`config.mk`:
```
export PLATFORM = sky130hd
export DESIGN_NAME = tx_client_responder
export DESIGN_NICKNAME = d
export VERILOG_FILES = /design/src/rtl/tx_client_responder.sv
export SDC_FILE = /design/constraint.sdc
export NUM_CORES = 1
export LEC_CHECK = 0
export ABC_AREA = 1
export BUFFER_PORTS_ARGS = -buffer_cell sky130_fd_sc_hd__clkbuf_2
export CAP_MARGIN = 20
export CORE_MARGIN = 1.5
export CORE_UTILIZATION = 40
export CTS_BUF_LIST = sky130_fd_sc_hd__clkbuf_4 sky130_fd_sc_hd__clkbuf_8 sky130_fd_sc_hd__clkbuf_16
export DETAILED_ROUTE_END_ITERATION = 6
export PLACE_DENSITY_LB_ADDON = 0.08
export SYNTH_ARGS = -nofsm -noshare
export SYNTH_HDL_FRONTEND = slang
export SYNTH_SLANG_ARGS = --single-unit
```
`constraint.sdc`:
```
create_clock -name tx_clk -period 1.7 [get_ports tx_clk]
set_input_delay 0.51 -clock tx_clk [delete_from_list [all_inputs] [get_ports tx_clk]]
set_output_delay 0.51 -clock tx_clk [all_outputs]
set_load 0.01 [all_outputs]
```
`src/rtl/tx_client_responder.sv`:
```
// MAC-side sink for the client transmit handshake: delayed ack, per-frame length/sum/status, inter-frame gap.
// Optional: define TX_CRC32_EN to add the frame_crc output (Ethernet CRC-32 of every accepted byte).
module tx_client_responder #(
  parameter int ACK_DELAY  = 4,
  parameter int IFG_CYCLES = 12,
  parameter int MIN_LEN    = 60,
  parameter int MAX_LEN    = 1514
) (
  input  logic        tx_clk,
  input  logic        reset_b,
  input  logic [7:0]  tx_data,
  input  logic        tx_data_valid,
  output logic        tx_ack,
  output logic [7:0]  byte_out,
  output logic        byte_out_valid,
  output logic        frame_done,
  output logic [15:0] frame_len,
  output logic [15:0] frame_sum,
  output logic        frame_short,
  output logic        frame_long,
  output logic        abort_pulse,
  output logic [15:0] frame_count
`ifdef TX_CRC32_EN
  ,
  output logic [31:0] frame_crc
`endif
);

  typedef enum logic [1:0] {IDLE, DELAY, DATA, GAP} state_t;

  localparam logic [7:0]  DLY_LOAD = 8'(ACK_DELAY - 1);
  localparam logic [7:0]  IFG_LOAD = 8'(IFG_CYCLES - 1);
  localparam logic [15:0] MIN_L    = 16'(MIN_LEN);
  localparam logic [15:0] MAX_L    = 16'(MAX_LEN);

  state_t      state, state_nxt;
  logic [7:0]  dly_cnt, gap_cnt;
  logic [15:0] len_acc, sum_acc;
  logic        start_dly, ack_take, accept_more, frame_end, abort_det;

  function automatic logic [15:0] sat_inc(input logic [15:0] v);
    return (v == 16'hFFFF) ? v : v + 16'd1;
  endfunction

  always_ff @(posedge tx_clk or negedge reset_b) begin
    if (!reset_b) state <= IDLE;
    else          state <= state_nxt;
  end

  always_comb begin
    state_nxt = state;
    case (state)
      IDLE:  if (tx_data_valid) state_nxt = DELAY;
      DELAY: begin
        if (!tx_data_valid)     state_nxt = IDLE;
        else if (dly_cnt == '0) state_nxt = DATA;
      end
      DATA:  if (!tx_data_valid) state_nxt = GAP;
      GAP:   if (gap_cnt == '0)  state_nxt = IDLE;
      default: state_nxt = IDLE;
    endcase
  end

  // Valid seen during GAP is deliberately not decoded: it is re-sampled once back in IDLE.
  always_comb begin
    start_dly   = 1'b0;
    ack_take    = 1'b0;
    accept_more = 1'b0;
    frame_end   = 1'b0;
    abort_det   = 1'b0;
    case (state)
      IDLE:  start_dly = tx_data_valid;
      DELAY: begin
        abort_det = !tx_data_valid;
        ack_take  = tx_data_valid && (dly_cnt == '0);
      end
      DATA: begin
        accept_more = tx_data_valid;
        frame_end   = !tx_data_valid;
      end
      default: ;
    endcase
  end

  assign tx_ack = ack_take;

  always_ff @(posedge tx_clk or negedge reset_b) begin
    if (!reset_b) begin
      dly_cnt <= '0;
      gap_cnt <= '0;
    end else begin
      if (start_dly)                            dly_cnt <= DLY_LOAD;
      else if (state == DELAY && dly_cnt != '0) dly_cnt <= dly_cnt - 8'd1;
      if (frame_end)                            gap_cnt <= IFG_LOAD;
      else if (state == GAP && gap_cnt != '0)   gap_cnt <= gap_cnt - 8'd1;
    end
  end

  // Stage p0 -> p1: accumulate the accepted byte and present its registered copy.
  always_ff @(posedge tx_clk or negedge reset_b) begin
    if (!reset_b) begin
      len_acc        <= '0;
      sum_acc        <= '0;
      byte_out       <= '0;
      byte_out_valid <= 1'b0;
    end else begin
      byte_out_valid <= ack_take || accept_more;
      if (ack_take || accept_more) byte_out <= tx_data;
      if (ack_take) begin
        len_acc <= 16'd1;
        sum_acc <= 16'(tx_data);
      end else if (accept_more) begin
        len_acc <= sat_inc(len_acc);
        sum_acc <= sum_acc + 16'(tx_data);
      end
    end
  end

  // Stage p1 -> p2: latch per-frame results on the cycle after valid drops.
  always_ff @(posedge tx_clk or negedge reset_b) begin
    if (!reset_b) begin
      frame_done  <= 1'b0;
      abort_pulse <= 1'b0;
      frame_len   <= '0;
      frame_sum   <= '0;
      frame_short <= 1'b0;
      frame_long  <= 1'b0;
      frame_count <= '0;
    end else begin
      frame_done  <= frame_end;
      abort_pulse <= abort_det;
      if (frame_end) begin
        frame_len   <= len_acc;
        frame_sum   <= sum_acc;
        frame_short <= len_acc < MIN_L;
        frame_long  <= len_acc > MAX_L;
        frame_count <= frame_count + 16'd1;
      end
    end
  end

`ifdef TX_CRC32_EN
  logic [31:0] crc_acc;

  // Reflected CRC-32 (poly 0x04C11DB7 reversed), one byte per call.
  function automatic logic [31:0] crc32_byte(input logic [31:0] c, input logic [7:0] d);
    logic [31:0] r;
    r = c ^ {24'h0, d};
    for (int i = 0; i < 8; i++)
      r = r[0] ? ((r >> 1) ^ 32'hEDB88320) : (r >> 1);
    return r;
  endfunction

  always_ff @(posedge tx_clk or negedge reset_b) begin
    if (!reset_b) begin
      crc_acc   <= '0;
      frame_crc <= '0;
    end else begin
      if (ack_take)         crc_acc <= crc32_byte(32'hFFFFFFFF, tx_data);
      else if (accept_more) crc_acc <= crc32_byte(crc_acc, tx_data);
      if (frame_end)        frame_crc <= ~crc_acc;
    end
  end
`endif

endmodule

```
==> out/qor.csv, run 1 <==
stage,metric,value,unit
status,status,"complete, but fails checks",
timing,# setup viols final,28,
setup_path,CP required,1.19,ns
finish,most frequent cells in the layout,"186 x nand2_1, 110 x dfrtp_1, 92 x buf_4, 70 x clkbuf_2, 65 x inv_1",
timing,RSZ-0062 raised after global routing,true,
yosys,yosys warns,0,
global_route,total track usage,0.202,
timing,Worst Tran Pin Value,0.403,ns
cts,Clock Tree Root,clkbuf_16,
timing,Slew headroom,0.729,
die,I/O pins,73,
cts,CTS hold repair buffers,0,
timing,clk_skew,0.00912,ns
finish,ANT cells,0,
power,Pwr Total,11.1,mW
yosys,"Seq/Total Area, Yosys",0.488,
setup_path,Setup crit end kind,primary output,
drt,DRT Pass-1 Iters,4,
drt,Starting DRT DRC Count,263,
cts,H-tree Lvls,3,
die,Core Region,13900,um^2
setup_path,CP startpoint kind,flop,
timing,fmax,517,MHz
die,row cnt,43,
timing,crit share post-route,1.14,
global_route,vias in the first global route,4863,
cts,Num CTS Buffers,9,
timing,total negative slack,-3.23,ns
die,initial core utilization,0.410,
yosys,Post-Syn Instances,693,
die,DIE HEIGHT,122,um
setup_path,CP startpoint,dly_cnt[1]$_DFFE_PN0P_,
yosys,Netlist cell types,41,
timing,pins over their slew limit,0,
die,Die Wd,122,um
job,Max-Cap Viols,0,
placement,post-DP HPWL,10500,um
cts,"Reg clk slew, reported paths",0.07,ns
placement,routability cong.,0.896,
finish,Layout Area Growth over Synthesis,33.4,%
global_route,met2 Resource Use GR,0.323,
timing,slack of the critical path,-0.236,ns
yosys,number of synthesized register bits,111,
setup_path,worst-path maximum fanout,2,
cts,Worst-Skew Late Latency,0.36,ns
yosys,syn_nets,719,
finish,final layout net count,892,
finish,proportion of layout cells with a drive suffix above 1,0.296,
global_route,met3 Use GR,0.0256,
die,full die area,15000,um^2
global_route,global-route wire length before repair,23800,um
global_route,largest net degree at the start of global routing,29,
yosys,Post-synth top flop,dfrtp_1,
global_route,met1 Resource Use GR,0.282,
power,LEAKAGE,3.90,nW
cts,CTS Sinks,111,
drt,via count,5171,
drt,drt wl/cell,13.6,um
setup_path,crit path kind,flop to primary output,
timing,Hold Fails Final Rpt,0,
setup_path,"Arr. time, crit path",1.43,ns
drt,DRC viols,0,
drt,Avg Vias per Cell,4.92,
placement,I/O Buffers,72,
finish,"most common cell after layout, fill and taps aside",nand2_1,
status,failing checks,negative setup slack,
power,peak supply drop,0.627,mV
global_route,initial antenna violation count,0,
yosys,Synth Cell Area,5690,um^2
cts,maximum clock path buffer count,2,
cts,TritonCTS clock tree,done,
global_route,layer carrying the most global-route usage,met2,
setup_path,worst flop-to-flop path startpoint,dly_cnt[1]$_DFFE_PN0P_,
min_path,Worst Hold Class,input pin to asynchronous set/reset pin,
timing,fin crit period,1.94,ns
yosys,number of synthesized flops with an enable pin,0,
global_route,GRT overflow,0,
yosys,syn avg cell area,8.21,um^2
drt,drt total wl,14200,um
yosys,async set-reset flop share out of synthesis,1.00,
drt,ANT nets after route,0,
power,pwr/cell area,1460,nW/um^2
-- state kept, by name (all words and copies together), names as in the netlist, named ones only --
name            cells
abort_pulse         1
byte_out            8
byte_out_valid      1
dly_cnt             8
frame_count        16
frame_done          1
frame_len          16
frame_long          1
frame_short         1
frame_sum          16
gap_cnt             8
len_acc            16
state               1
sum_acc            16
-- cell type report --
type | count | area (um^2)
Clock buffer | 10 | 233
Clock inverter | 6 | 85.1
Fill cell | 1336 | 6290
Inverter | 73 | 282
Multi-Input combinational cell | 498 | 2780
Sequential cell | 111 | 2780
Tap cell | 180 | 225
Timing Repair Buffer | 173 | 1210
-- through the flow --
stage | cell area (um^2) | setup WS, ns | cells | utilization | hold WS [ns]
CTS | 7400 | -0.319 | 1044 | 0.533 | 0.0312
global route | 7590 | -0.327 | 1051 | 0.547 | 0.0436
global placement | 6880 | -0.264 | 1016 | 0.496 | 0.413
floorplan | 5710 | 0.0146 | 693 | - | 0.214
detailed placement | 6880 | -0.269 | 1016 | 0.496 | 0.417
finish | 7590 | -0.236 | 1051 | 0.547 | 0.0329
-- cells by family (layout without fill, tap and decap cells) --
logic type / Yosys count / count (layout) / share of synthesized area
AO/OA/AOI/OAI: 91 / 91 / 0.0899
XOR/XNOR: 29 / 29 / 0.0446
adder cells (fa/ha/maj): 15 / 15 / 0.0343
buffers and inverters: 87 / 262 / 0.0655
flip-flops: 111 / 111 / 0.488
AND/OR/NAND/NOR: 360 / 363 / 0.278
-- synth_stat cells (all sizes together), types with 3 or more instances --
cell type | count | area (um^2)
nand2 | 205 | 802
dfrtp | 111 | 2780
inv | 72 | 270
nor2 | 62 | 243
o21ai | 60 | 323
nand3 | 56 | 305
xor2 | 21 | 184
a21oi | 18 | 90.1
nor3 | 16 | 96.4
nand4 | 15 | 93.8
ha | 14 | 175
buf | 9 | 80.1
xnor2 | 8 | 70.1
clkbuf | 5 | 18.8
o211ai | 3 | 22.5
o221ai | 3 | 26.3
-- worst max-delay path, cell delays in order, from the launching register on --
cell and delay, ns:
dfrtp_1 0.40, inv_2 0.08, ha_4 0.13, nand2_2 0.04, nor2_2 0.09, nand3_2 0.13
inv_2 0.10, buf_6 0.10
-- metal layers --
layer | vias to the layer above | part of all wire
met4 | 0 | 0.020
li1 | 2600 | -
met5 | - | 0
met2 | 89 | 0.47
met3 | 16 | 0.027
met1 | 2466 | 0.48
-- timing repair --
item,4_1_cts,5_1_grt
setup endpoints to repair,35,59
resized for setup,21,40
pin swaps,6,7
cloned,3,0
setup buffers,9,9
-- where the power goes --
part	internal, mW	switching [mW]	total [mW]
combinational	2.15	2.76	4.91
sequential	3.36	0.529	3.89
clock	1.30	0.986	2.29
-- worst paths after layout --
path,to,slack [ns],depth (start not counted)
worst min-delay path,frame_count[12]$_DFFE_PN0P_,0.03,1
max in group asynchronous,state[0]$_DFFE_PN0P_,1.11,2
worst max register to register,len_acc[12]$_DFFE_PN0P_,-0.21,12
worst min register to register,byte_out[1]$_DFFE_PN0P_,0.47,2
worst max-delay path,tx_ack,-0.24,7
min in group tx_clk,byte_out[5]$_DFFE_PN0P_,0.43,3
Power figures use the tool's default switching activity.
==> run 2: changes to the inputs <==
- PLACE_DENSITY_LB_ADDON: 0.08 -> 0.2
==> out/qor.csv, run 2 (synthesis gave the netlist of run 1 again) <==
stage,metric,value,unit,change
status,status,"complete, but fails checks",,
status,failing checks,negative setup slack,,
finish,ANT cells,0,,unchanged
setup_path,crit path kind,flop to primary output,,
global_route,largest net degree at the start of global routing,79,,+170%
finish,proportion of layout cells with a drive suffix above 1,0.294,,-0.00182
drt,DRC viols,0,,unchanged
drt,Avg Vias per Cell,4.96,,+0.88%
setup_path,worst flop-to-flop path startpoint,dly_cnt[0]$_DFFE_PN0P_,,
timing,crit share post-route,1.15,,+0.0122
timing,Hold Fails Final Rpt,0,,unchanged
global_route,total track usage,0.197,,-0.00481
cts,H-tree Lvls,3,,unchanged
cts,"Reg clk slew, reported paths",0.07,ns,about the same
power,sequential power share,0.366,,+0.015
power,internal power,6.45,mW,-5.3%
die,DIE HEIGHT,122,um,unchanged
cts,TritonCTS clock tree,done,,
drt,drt total wl,14000,um,-1.5%
die,Die Wd,122,um,unchanged
finish,"most common cell after layout, fill and taps aside",nand2_1,,
setup_path,cell at the slowest stage of the critical path,dfrtp_1,,
timing,fin crit period,1.96,ns,+0.0208 ns
setup_path,Reg2Reg Depth,13,,+1
placement,post-DP HPWL,10200,um,-3.0%
power,Clock power frac,0.189,,-0.018
setup_path,Setup crit end kind,primary output,,
global_route,initial antenna violation count,0,,unchanged
drt,ANT nets after route,0,,unchanged
cts,Worst-Skew Late Latency,0.36,ns,about the same
finish,most frequent cells in the layout,"184 x nand2_1, 110 x dfrtp_1, 81 x buf_4, 70 x clkbuf_2, 65 x inv_1",,
die,full die area,15000,um^2,unchanged
power,Logic pwr share,0.445,,+0.002
timing,pins over their slew limit,0,,unchanged
cts,Clock Tree Root,clkbuf_16,,
die,Core Region,13900,um^2,unchanged
power,sw frac,0.399,,+0.0135
cts,maximum clock path buffer count,2,,unchanged
timing,clk_skew,0.0115,ns,+0.00237 ns
timing,Slew headroom,0.703,,-0.0259
placement,routability cong.,0.894,,-0.29%
setup_path,Buf/Inv on CP,3,,unchanged
setup_path,CP required,1.19,ns,about the same
die,initial core utilization,0.410,,unchanged
finish,final layout net count,877,,-1.7%
global_route,GRT overflow,0,,unchanged
die,I/O pins,73,,unchanged
cts,Num CTS Buffers,9,,unchanged
placement,placed cell area,6740,um^2,-2.0%
power,LEAKAGE,3.80,nW,-2.7%
timing,Worst Tran Pin Value,0.445,ns,+0.0419 ns
setup_path,"CP delay by family, top",flip-flops,,
power,NetSw,4.29,mW,+0.23%
drt,drt wl/cell,13.5,um,about the same
setup_path,"Arr. time, crit path",1.45,ns,+0.02 ns
finish,Layout Area Growth over Synthesis,30.5,%,
timing,fmax,511,MHz,-1.1%
global_route,vias in the first global route,4972,,+2.2%
min_path,Worst Hold Class,input pin to asynchronous set/reset pin,,
setup_path,flop-to-flop setup slack,-0.18,ns,+0.03 ns
cts,CTS Sinks,111,,unchanged
drt,via count,5142,,-0.56%
placement,I/O Buffers,72,,unchanged
finish,post-layout instance area,7430,um^2,-2.2%
setup_path,"Top cell by count, worst path",inv_2,,
timing,slack of the critical path,-0.257,ns,-0.0208 ns
power,pwr/cell area,1450,nW/um^2,-1.0%
timing,RSZ-0062 raised after global routing,true,,
setup_path,CP startpoint kind,flop,,
setup_path,CP peak stage delay,0.40,ns,about the same
drt,Starting DRT DRC Count,300,,+14%
job,Max-Cap Viols,0,,unchanged
global_route,global-route wire length before repair,23200,um,-2.3%
die,row cnt,43,,unchanged
timing,# setup viols final,31,,+11%
timing,worst hold slack,0.166,ns,+0.133 ns
setup_path,reg2reg end,len_acc[6]$_DFFE_PN0P_,,
setup_path,critical path cell sequence,inv_2 > ha_4 > nand2_2 > nor2_2 > nand3_2 > inv_2 > buf_6,,
drt,DRT Pass-1 Iters,5,,+1
setup_path,worst-path maximum fanout,2,,unchanged
finish,fillcell total,1317,,-1.4%
power,peak supply drop,0.798,mV,+27%
cts,CTS hold repair buffers,0,,unchanged
-- run 2: cell types whose count changed in the layout (fill, tap and decap cells not counted), moves of 3 or more --
| cell | delta |
|---|---|
| buf_4 | -11 |
| nor2_2 | +3 |
| nand3_2 | +3 |
| buf_12 | -3 |
| nor2_1 | -4 |
| nand2_2 | +3 |
-- run 2: metrics by stage --
stage          total power, mW  utilization  setup TNS (ns)  instances  setup slack [ns]
2_1_floorplan             6.48            -               0        693            0.0146
3_3_place_gp              7.99        0.486           -4.19       1001            -0.236
3_5_place_dp              8.11        0.486           -4.89       1001            -0.224
4_1_cts                   10.6        0.524           -7.09       1032            -0.306
5_1_grt                   11.6        0.535           -6.59       1036            -0.324
6_report                  10.7        0.535           -3.29       1036            -0.257
-- run 2: how the worst max path moves through the flow --
stage / start / end / slack, ns / cells past startpoint
after floorplan: tx_data[0] / sum_acc[4]$_DFFE_PN0P_ / 0.01 / 8
after global placement: tx_data[0] / sum_acc[10]$_DFFE_PN0P_ / -0.24 / 11
after detailed placement: tx_data[0] / sum_acc[10]$_DFFE_PN0P_ / -0.22 / 11
after CTS: dly_cnt[0]$_DFFE_PN0P_ / tx_ack / -0.31 / 7
after global routing: dly_cnt[0]$_DFFE_PN0P_ / tx_ack / -0.32 / 7
final: dly_cnt[0]$_DFFE_PN0P_ / tx_ack / -0.26 / 7
-- run 2: final cells by class --
class,instances,area (um^2),share of cell area
multi-input cells,498,2800,0.376
inverters,73,285,0.0384
flip-flops and latches,111,2780,0.374
clock buffers,11,240,0.0323
well taps,180,225,0.0303
repair buffers,158,1060,0.142
clock inverters,5,46.3,0.00623
-- run 2: routing by layer --
layer  vias to the layer above  part of all wire  global-route usage
met1                      2425              0.45               0.260
li1                       2568                 -                   -
met4                         0             0.017              0.0734
met3                        19             0.048              0.0293
met2                       130              0.49               0.330
met5                         -                 0                   0
-- run 2: power groups by stage --
stage	Combinational, mW	Clock (mW)	Sequential, mW
floorplan	2.44	0	4.05
global placement	4.07	0	3.91
detailed placement	4.17	0	3.95
CTS	4.55	2.10	3.91
global route	5.38	2.20	4.03
finish	4.78	2.03	3.93
-- run 2: worst reg2reg max path: cells and delay by family (launching register included) --
kind                     cells  cell delay, ns
adder cells (fa/ha/maj)      1            0.14
buffers and inverters        5            0.60
flip-flops                   1            0.40
AND/OR/NAND/NOR              7            0.68
-- run 2: what timing repair did --
item | CTS | global route
cloned | 3 | 0
gates resized for setup | 28 | 38
setup buffers | 12 | 6
pin swaps | 6 | 13
endpoints found under the setup margin | 32 | 59
